==> config.mk <==
export PLATFORM = sky130hd
export DESIGN_NAME = priority_tagger
export DESIGN_NICKNAME = d
export VERILOG_FILES = /design/src/rtl/priority_tagger.sv
export SDC_FILE = /design/constraint.sdc
export NUM_CORES = 1
export LEC_CHECK = 0
export ABC_AREA = 1
export CAP_MARGIN = 20
export CORE_MARGIN = 2
export CORE_UTILIZATION = 42
export DETAILED_ROUTE_END_ITERATION = 16
export GPL_TIMING_DRIVEN = 1
export PLACE_DENSITY = 0.8
export SLEW_MARGIN = 10
export SYNTH_ARGS = -nofsm -noshare
export SYNTH_HDL_FRONTEND = slang
export SYNTH_SLANG_ARGS = --single-unit
==> constraint.sdc <==
create_clock -name clk -period 1.51 [get_ports clk]
set_input_delay 0.302 -clock clk [delete_from_list [all_inputs] [get_ports clk]]
set_output_delay 0.302 -clock clk [all_outputs]
set_load 0.05 [all_outputs]
==> src/rtl/priority_tagger.sv <==
// priority_tagger: merges an HP and an NP valid/ready channel into one tagged
// stream with a starvation-limited fixed-priority arbiter. Stats: PRIO_TAGGER_STATS_EN.
module priority_tagger #(
  parameter int DW           = 33,
  parameter int STARVE_LIMIT = 4
) (
  input  logic          clk,
  input  logic          rst,
  input  logic [DW-2:0] hp_data_in,
  input  logic          hp_vld_i,
  output logic          hp_rdy_o,
  input  logic [DW-2:0] np_data_in,
  input  logic          np_vld_i,
  output logic          np_rdy_o,
  output logic [DW-1:0] data_out,
  output logic          vld_o,
  input  logic          rdy_i
`ifdef PRIO_TAGGER_STATS_EN
  ,
  output logic [15:0]   hp_cnt,
  output logic [15:0]   np_cnt
`endif
);

  localparam logic [7:0] LIM = 8'(STARVE_LIMIT);

  logic [DW-1:0] r_data;
  logic          r_vld;
  logic [7:0]    r_cnt;
  logic [7:0]    w_cnt_nxt;
  logic          w_load_en;
  logic          w_hp_win;
  logic          w_grant_hp;
  logic          w_grant_np;

  assign w_load_en  = !r_vld | rdy_i;
  // HP wins unless NP is waiting and the HP streak has hit the limit
  assign w_hp_win   = hp_vld_i & (!np_vld_i | (r_cnt < LIM));
  assign w_grant_hp = w_load_en & w_hp_win;
  assign w_grant_np = w_load_en & np_vld_i & !w_hp_win;

  assign hp_rdy_o = rst & w_grant_hp;
  assign np_rdy_o = rst & w_grant_np;
  assign data_out = r_data;
  assign vld_o    = r_vld;

  always_comb begin
    w_cnt_nxt = r_cnt;
    if (!np_vld_i || w_grant_np)
      w_cnt_nxt = 8'd0;
    else if (w_grant_hp)
      w_cnt_nxt = r_cnt + 8'd1;
  end

  always_ff @(posedge clk or negedge rst) begin
    if (!rst) begin
      r_vld  <= 1'b0;
      r_data <= '0;
      r_cnt  <= 8'd0;
    end else begin
      r_cnt <= w_cnt_nxt;
      if (w_load_en) begin
        r_vld <= w_grant_hp | w_grant_np;
        if (w_grant_hp)
          r_data <= {1'b1, hp_data_in};
        else if (w_grant_np)
          r_data <= {1'b0, np_data_in};
      end
    end
  end

`ifdef PRIO_TAGGER_STATS_EN
  logic [15:0] r_hp_cnt;
  logic [15:0] r_np_cnt;
  logic        w_xfer;

  assign w_xfer = r_vld & rdy_i;
  assign hp_cnt = r_hp_cnt;
  assign np_cnt = r_np_cnt;

  always_ff @(posedge clk or negedge rst) begin
    if (!rst) begin
      r_hp_cnt <= 16'd0;
      r_np_cnt <= 16'd0;
    end else if (w_xfer) begin
      if (r_data[DW-1] && r_hp_cnt != 16'hFFFF)
        r_hp_cnt <= r_hp_cnt + 16'd1;
      if (!r_data[DW-1] && r_np_cnt != 16'hFFFF)
        r_np_cnt <= r_np_cnt + 16'd1;
    end
  end
`endif

endmodule

Yosys cells after proc, flatten, opt, wreduce, memory -nomap -nowiden --
Cells that the tools add are included.
Operators by class: add/sub/neg operators 1, order comparisons 1, multiplexer cells 4, bitwise operators 9, reductions and logical operators 7
Operators by type and width (number):
- $mux 33 | 2
- $mux 8 | 2
- $add 8x1->8 const B | 1
- $lt 8x3->1 const B | 1
- $and 1x1->1 | 6
- $reduce_bool 2->1 | 2
- $logic_not 1->1 | 3
- $or 1x1->1 | 3
- $reduce_and 2->1 | 1
- $logic_or 1x1->1 | 1
Storage, ports and cells: flip-flop bits (word level) 42, output and inout port bits 36, word-level logic and storage cells 25

Depth between registers and ports, before layout --
Gate-level depths: netlist (run 1).
depth in word-level cells 7, mapped depth 8, depth with buffers taken out 8

Worst setup path after synthesis (run 1) --
No wires, ideal clock.
kind reg-to-output, start register r_vld, in the netlist vld_o, end output port hp_rdy_o, arrival time 1.777 ns, data required time 1.208 ns, path slack -0.569 ns, cell stages (with the launch flop) 7, path buffers 1, cells stage by stage dfrtp_1 inv_2 nor2_2 inv_4 buf_2 nand3_1 nor2_1
Between the ends: word-level cells in the longest chain between the ends 4
RTL lines:
- from (decl) | line 28 | logic r_vld;
- from (signal assigned) | line 63 | r_vld <= w_grant_hp | w_grant_np;
- $logic_not 1->1 | line 36 | assign w_load_en = !r_vld | rdy_i;
- $or 1x1->1 | line 36
- $and 1x1->1 | line 39 | assign w_grant_hp = w_load_en & w_hp_win;
- $and 1x1->1 | line 42 | assign hp_rdy_o = rst & w_grant_hp;
- to (decl) | line 11 | output logic hp_rdy_o,
No other way between the ends.

Worst setup path after layout (run 1) --
start register r_cnt[2], end output port hp_rdy_o
Between the ends: word-level cells in the longest chain between the ends 5
RTL lines:
- from (decl) | line 29 | logic [7:0] r_cnt;
- from (signal assigned) | line 61 | r_cnt <= w_cnt_nxt;
- $lt 8x3->1 | line 38 | assign w_hp_win = hp_vld_i & (!np_vld_i | (r_cnt < LIM));
- $or 1x1->1 | line 38
- $and 1x1->1 | line 38
- $and 1x1->1 | line 39
- $and 1x1->1 | line 42
No other way between the ends.

==> flow_metrics.env, run 1 <==
export IMPL_remaining_drc_errors=0
export IMPL_n_fill_cell=384
export IMPL_htree_levels=2
export IMPL_drt_initial_drc_count=114
export IMPL_grt_pass1_vias=2302
export IMPL_clk_pin_slew_ns=0.08
export IMPL_synth_area_per_cell_um2=10.4
export IMPL_clock_sinks=42
export IMPL_switching_share_pct=35.7
export IMPL_cts_root_buf="clkbuf_8"
export IMPL_synth_cells=231
export IMPL_worstSetupStartpoint="r_cnt[2]$_DFFE_PN0P_"
export IMPL_grt_pass1_wl_mm=11.3
export IMPL_relSlewSlack_pct=63.7
export IMPL_final_cell_mix="clkdlybuf4s50_1, nand3_2, dfrtp_1"
export IMPL_critPathKind="register to output pin"
export IMPL_track_usage_pct=23.2
export IMPL_maxCapViolCount=0
export IMPL_syn_area_um2=2400
export IMPL_p_sw_w=0.00148
export IMPL_grt_overflow=0
export IMPL_slowest_delay_ns=0.39
export IMPL_seq_area_frac_synth_pct=43.8
export IMPL_synthMuxAreaShare_pct=0
export IMPL_wire_per_inst_um=16.5
export IMPL_post_dp_cell_area_um2=3910
export IMPL_power_share_clock_pct=21.2
export IMPL_ys_warn_count=0
export IMPL_p_comb_share_pct=44.3
export IMPL_syn_to_final_growth_pct=70.2
export IMPL_rsz0062_at_grt="yes"
export IMPL_seqPwrFrac_pct=34.4
export IMPL_syn_nets=301
export IMPL_via_per_inst=5.27
export IMPL_postLayoutCoreUtil_pct=74.2
export IMPL_synth_compound_area_share_pct=1.46
export IMPL_worst_pin_slew_ns=0.544
export IMPL_cts_buffers=5
export IMPL_p_leak_nw=1.85
export IMPL_grtUsageMet1_pct=29.9
export IMPL_antenna_found_initial=0
export IMPL_reg2reg_slack_ns=0.05
export IMPL_min_period_ns=1.72
export IMPL_clock_path_buffers=2
export IMPL_crit_path_cell_trace="nor2_1 > nand3_2 > nand2_4 > nand3_4 > nor2_4 > buf_12"
export IMPL_vias=2198
export IMPL_num_io_pins=105
export IMPL_violations="negative setup slack"
export IMPL_use_met3_pct=5.20
export IMPL_hold_viol=0
export IMPL_ant_nets=0
export IMPL_crit_required_ns=1.21
export IMPL_max_freq_mhz=582
export IMPL_die_area_um2=6340
export IMPL_intPower_w=0.00266
export IMPL_cp_max_fo=3
export IMPL_synth_simple_area_share_pct=44.6
export IMPL_cts_tree="done"
export IMPL_final_common_cell="clkdlybuf4s50_1"
export IMPL_max_vdd_ir_drop_mv=0.533
export IMPL_synth_top_family_by_area="simple AND/OR/NAND/NOR gates"
export IMPL_tns_ns=-0.399
export IMPL_worst_slack_ns=-0.209
export IMPL_dieWidth_um=79.6
export IMPL_ys_seq_elements=42
export IMPL_path_delay_family="simple AND/OR/NAND/NOR gates"
export IMPL_crit_buf_inv=1
export IMPL_num_rows=27
export IMPL_synth_xor_area_share_pct=0
export IMPL_critPathSlowestCell="dfrtp_1"
export IMPL_gp_congestion=0.764
export IMPL_r2r_start="r_cnt[2]$_DFFE_PN0P_"
export IMPL_hold_path_class="primary input to asynchronous set/reset pin"
export IMPL_grt_max_degree=43
export IMPL_top_usage_layer="met2"
export IMPL_synth_distinct_cells=22
export IMPL_dp_hpwl_mm=4.84
export IMPL_fin_area_um2=4090
export IMPL_cp_arrival_ns=1.42
export IMPL_slew_violations=0
export IMPL_p_total_w=0.00415
export IMPL_endpoint_kind="output pin"
export IMPL_synth_area_leaders="dfrtp_1, nand3_2, nand4_1, nand2_1, buf_12"
export IMPL_synth_top_area_share_pct=43.8
export IMPL_synthAdderAreaFrac_pct=0.521
export IMPL_grt_util_met2_pct=38.8
export IMPL_start_kind="register"
export IMPL_io_buffers=104
export IMPL_dpl_worst_slack_ns=-0.210
export IMPL_min_period_over_period_pct=114
export IMPL_drt_pass1_iterations=4
export IMPL_diodes=0
export IMPL_core_area_um2=5510
export IMPL_yosysTopAreaCell="dfrtp_1"
export IMPL_drive_above_1_share_pct=41.7
export IMPL_fp_dieH_um=79.6
export IMPL_clock_latency_ns=0.30
export IMPL_setup_viol=2
export IMPL_finClkSkew_ns=0.00899
export IMPL_drt_total_wl_mm=6.88
export IMPL_power_density_nw_per_um2=1010
export IMPL_layout_nets=414
export IMPL_start_util_pct=43.6
export IMPL_outcome="complete, but fails checks"
[per-layer routing]
metal	vias to the layer above	share of wire, %	wire length [um]
met3	9	6.2	429
met2	74	51	3490
met5	-	0	0
li1	1029	-	-
met1	1086	42	2860
met4	0	1.4	96
[what timing repair did]
| action | in CTS | in global routing |
|---|---|---|
| pin swaps | 4 | 4 |
| buffers inserted | 3 | 1 |
| hold buffers | 0 | 0 |
| setup endpoints to repair | 2 | 28 |
| gates resized for setup | 0 | 9 |
[cell families (layout without fill, tap and decap cells)]
logic type	after synthesis	count (layout)
flops	42	42
buf+inv	30	144
simple gates	154	154
fa+ha+maj	1	1
compound gates	4	4
[cell usage after synthesis, drive strengths merged]
cell type	n
ha	1
nand3	67
o22ai	1
nand4	32
nand2	43
inv	11
buf	19
nor2	12
o21ai	2
a21oi	1
dfrtp	42
[final timing paths]
| path | cells past startpoint | end |
|---|---|---|
| max in group asynchronous | 2 | vld_o$_DFFE_PN0P_ |
| min in group clk | 3 | data_out[32]$_DFFE_PN0P_ |
| max | 6 | hp_rdy_o |
| max reg2reg | 8 | data_out[0]$_DFFE_PN0P_ |
| min | 2 | data_out[8]$_DFFE_PN0P_ |
| min reg2reg | 1 | r_cnt[0]$_DFFE_PN0P_ |
[metrics by stage]
stage               cells  hold WS, ns
floorplan             231      0.00641
global placement      405        0.458
detailed placement    405        0.458
CTS                   416        0.131
global route          417        0.159
finish                417        0.124
[power by group through the flow]
stage	combinational [W]	sequential, W	clock, W
2_1_floorplan	0.000423	0.00186	0
3_3_place_gp	0.00181	0.00145	0
3_5_place_dp	0.00183	0.00145	0
4_1_cts	0.00184	0.00143	0.000908
5_1_grt	0.00192	0.00145	0.000969
6_report	0.00184	0.00143	0.000880
[final cells by class]
type	instances	area (um2)	area share (%)
repair buffers	125	1620	39.6
clock inverters	3	40.0	0.980
clock buffers	5	68.8	1.68
multi-input cells	159	1170	28.7
well taps	72	90.1	2.20
flip-flops and latches	42	1050	25.8
inverters	11	46.3	1.13
[sequential cells by signal, summed over array words and instances (netlist names)]
register  flops
vld_o         1
data_out     33
r_cnt         8
Power figures use the tool's default switching activity.
==> inputs of run 2 (changes only) <==
--- a/config.mk
+++ b/config.mk
@@ -9,6 +9,7 @@
 export CAP_MARGIN = 20
 export CORE_MARGIN = 2
 export CORE_UTILIZATION = 42
+export CTS_CLUSTER_SIZE = 16
 export DETAILED_ROUTE_END_ITERATION = 16
 export GPL_TIMING_DRIVEN = 1
 export PLACE_DENSITY = 0.8
==> results of run 2 <==
Final layout, timing and power as in run 1 (identical DEF).
==> inputs of run 3 (changes only) <==
--- a/config.mk
+++ b/config.mk
@@ -6,7 +6,6 @@
 export NUM_CORES = 1
 export LEC_CHECK = 0
 export ABC_AREA = 1
-export CAP_MARGIN = 20
 export CORE_MARGIN = 2
 export CORE_UTILIZATION = 42
 export CTS_CLUSTER_SIZE = 16
==> results of run 3 <==
Final layout, timing and power as in run 1 (identical DEF).
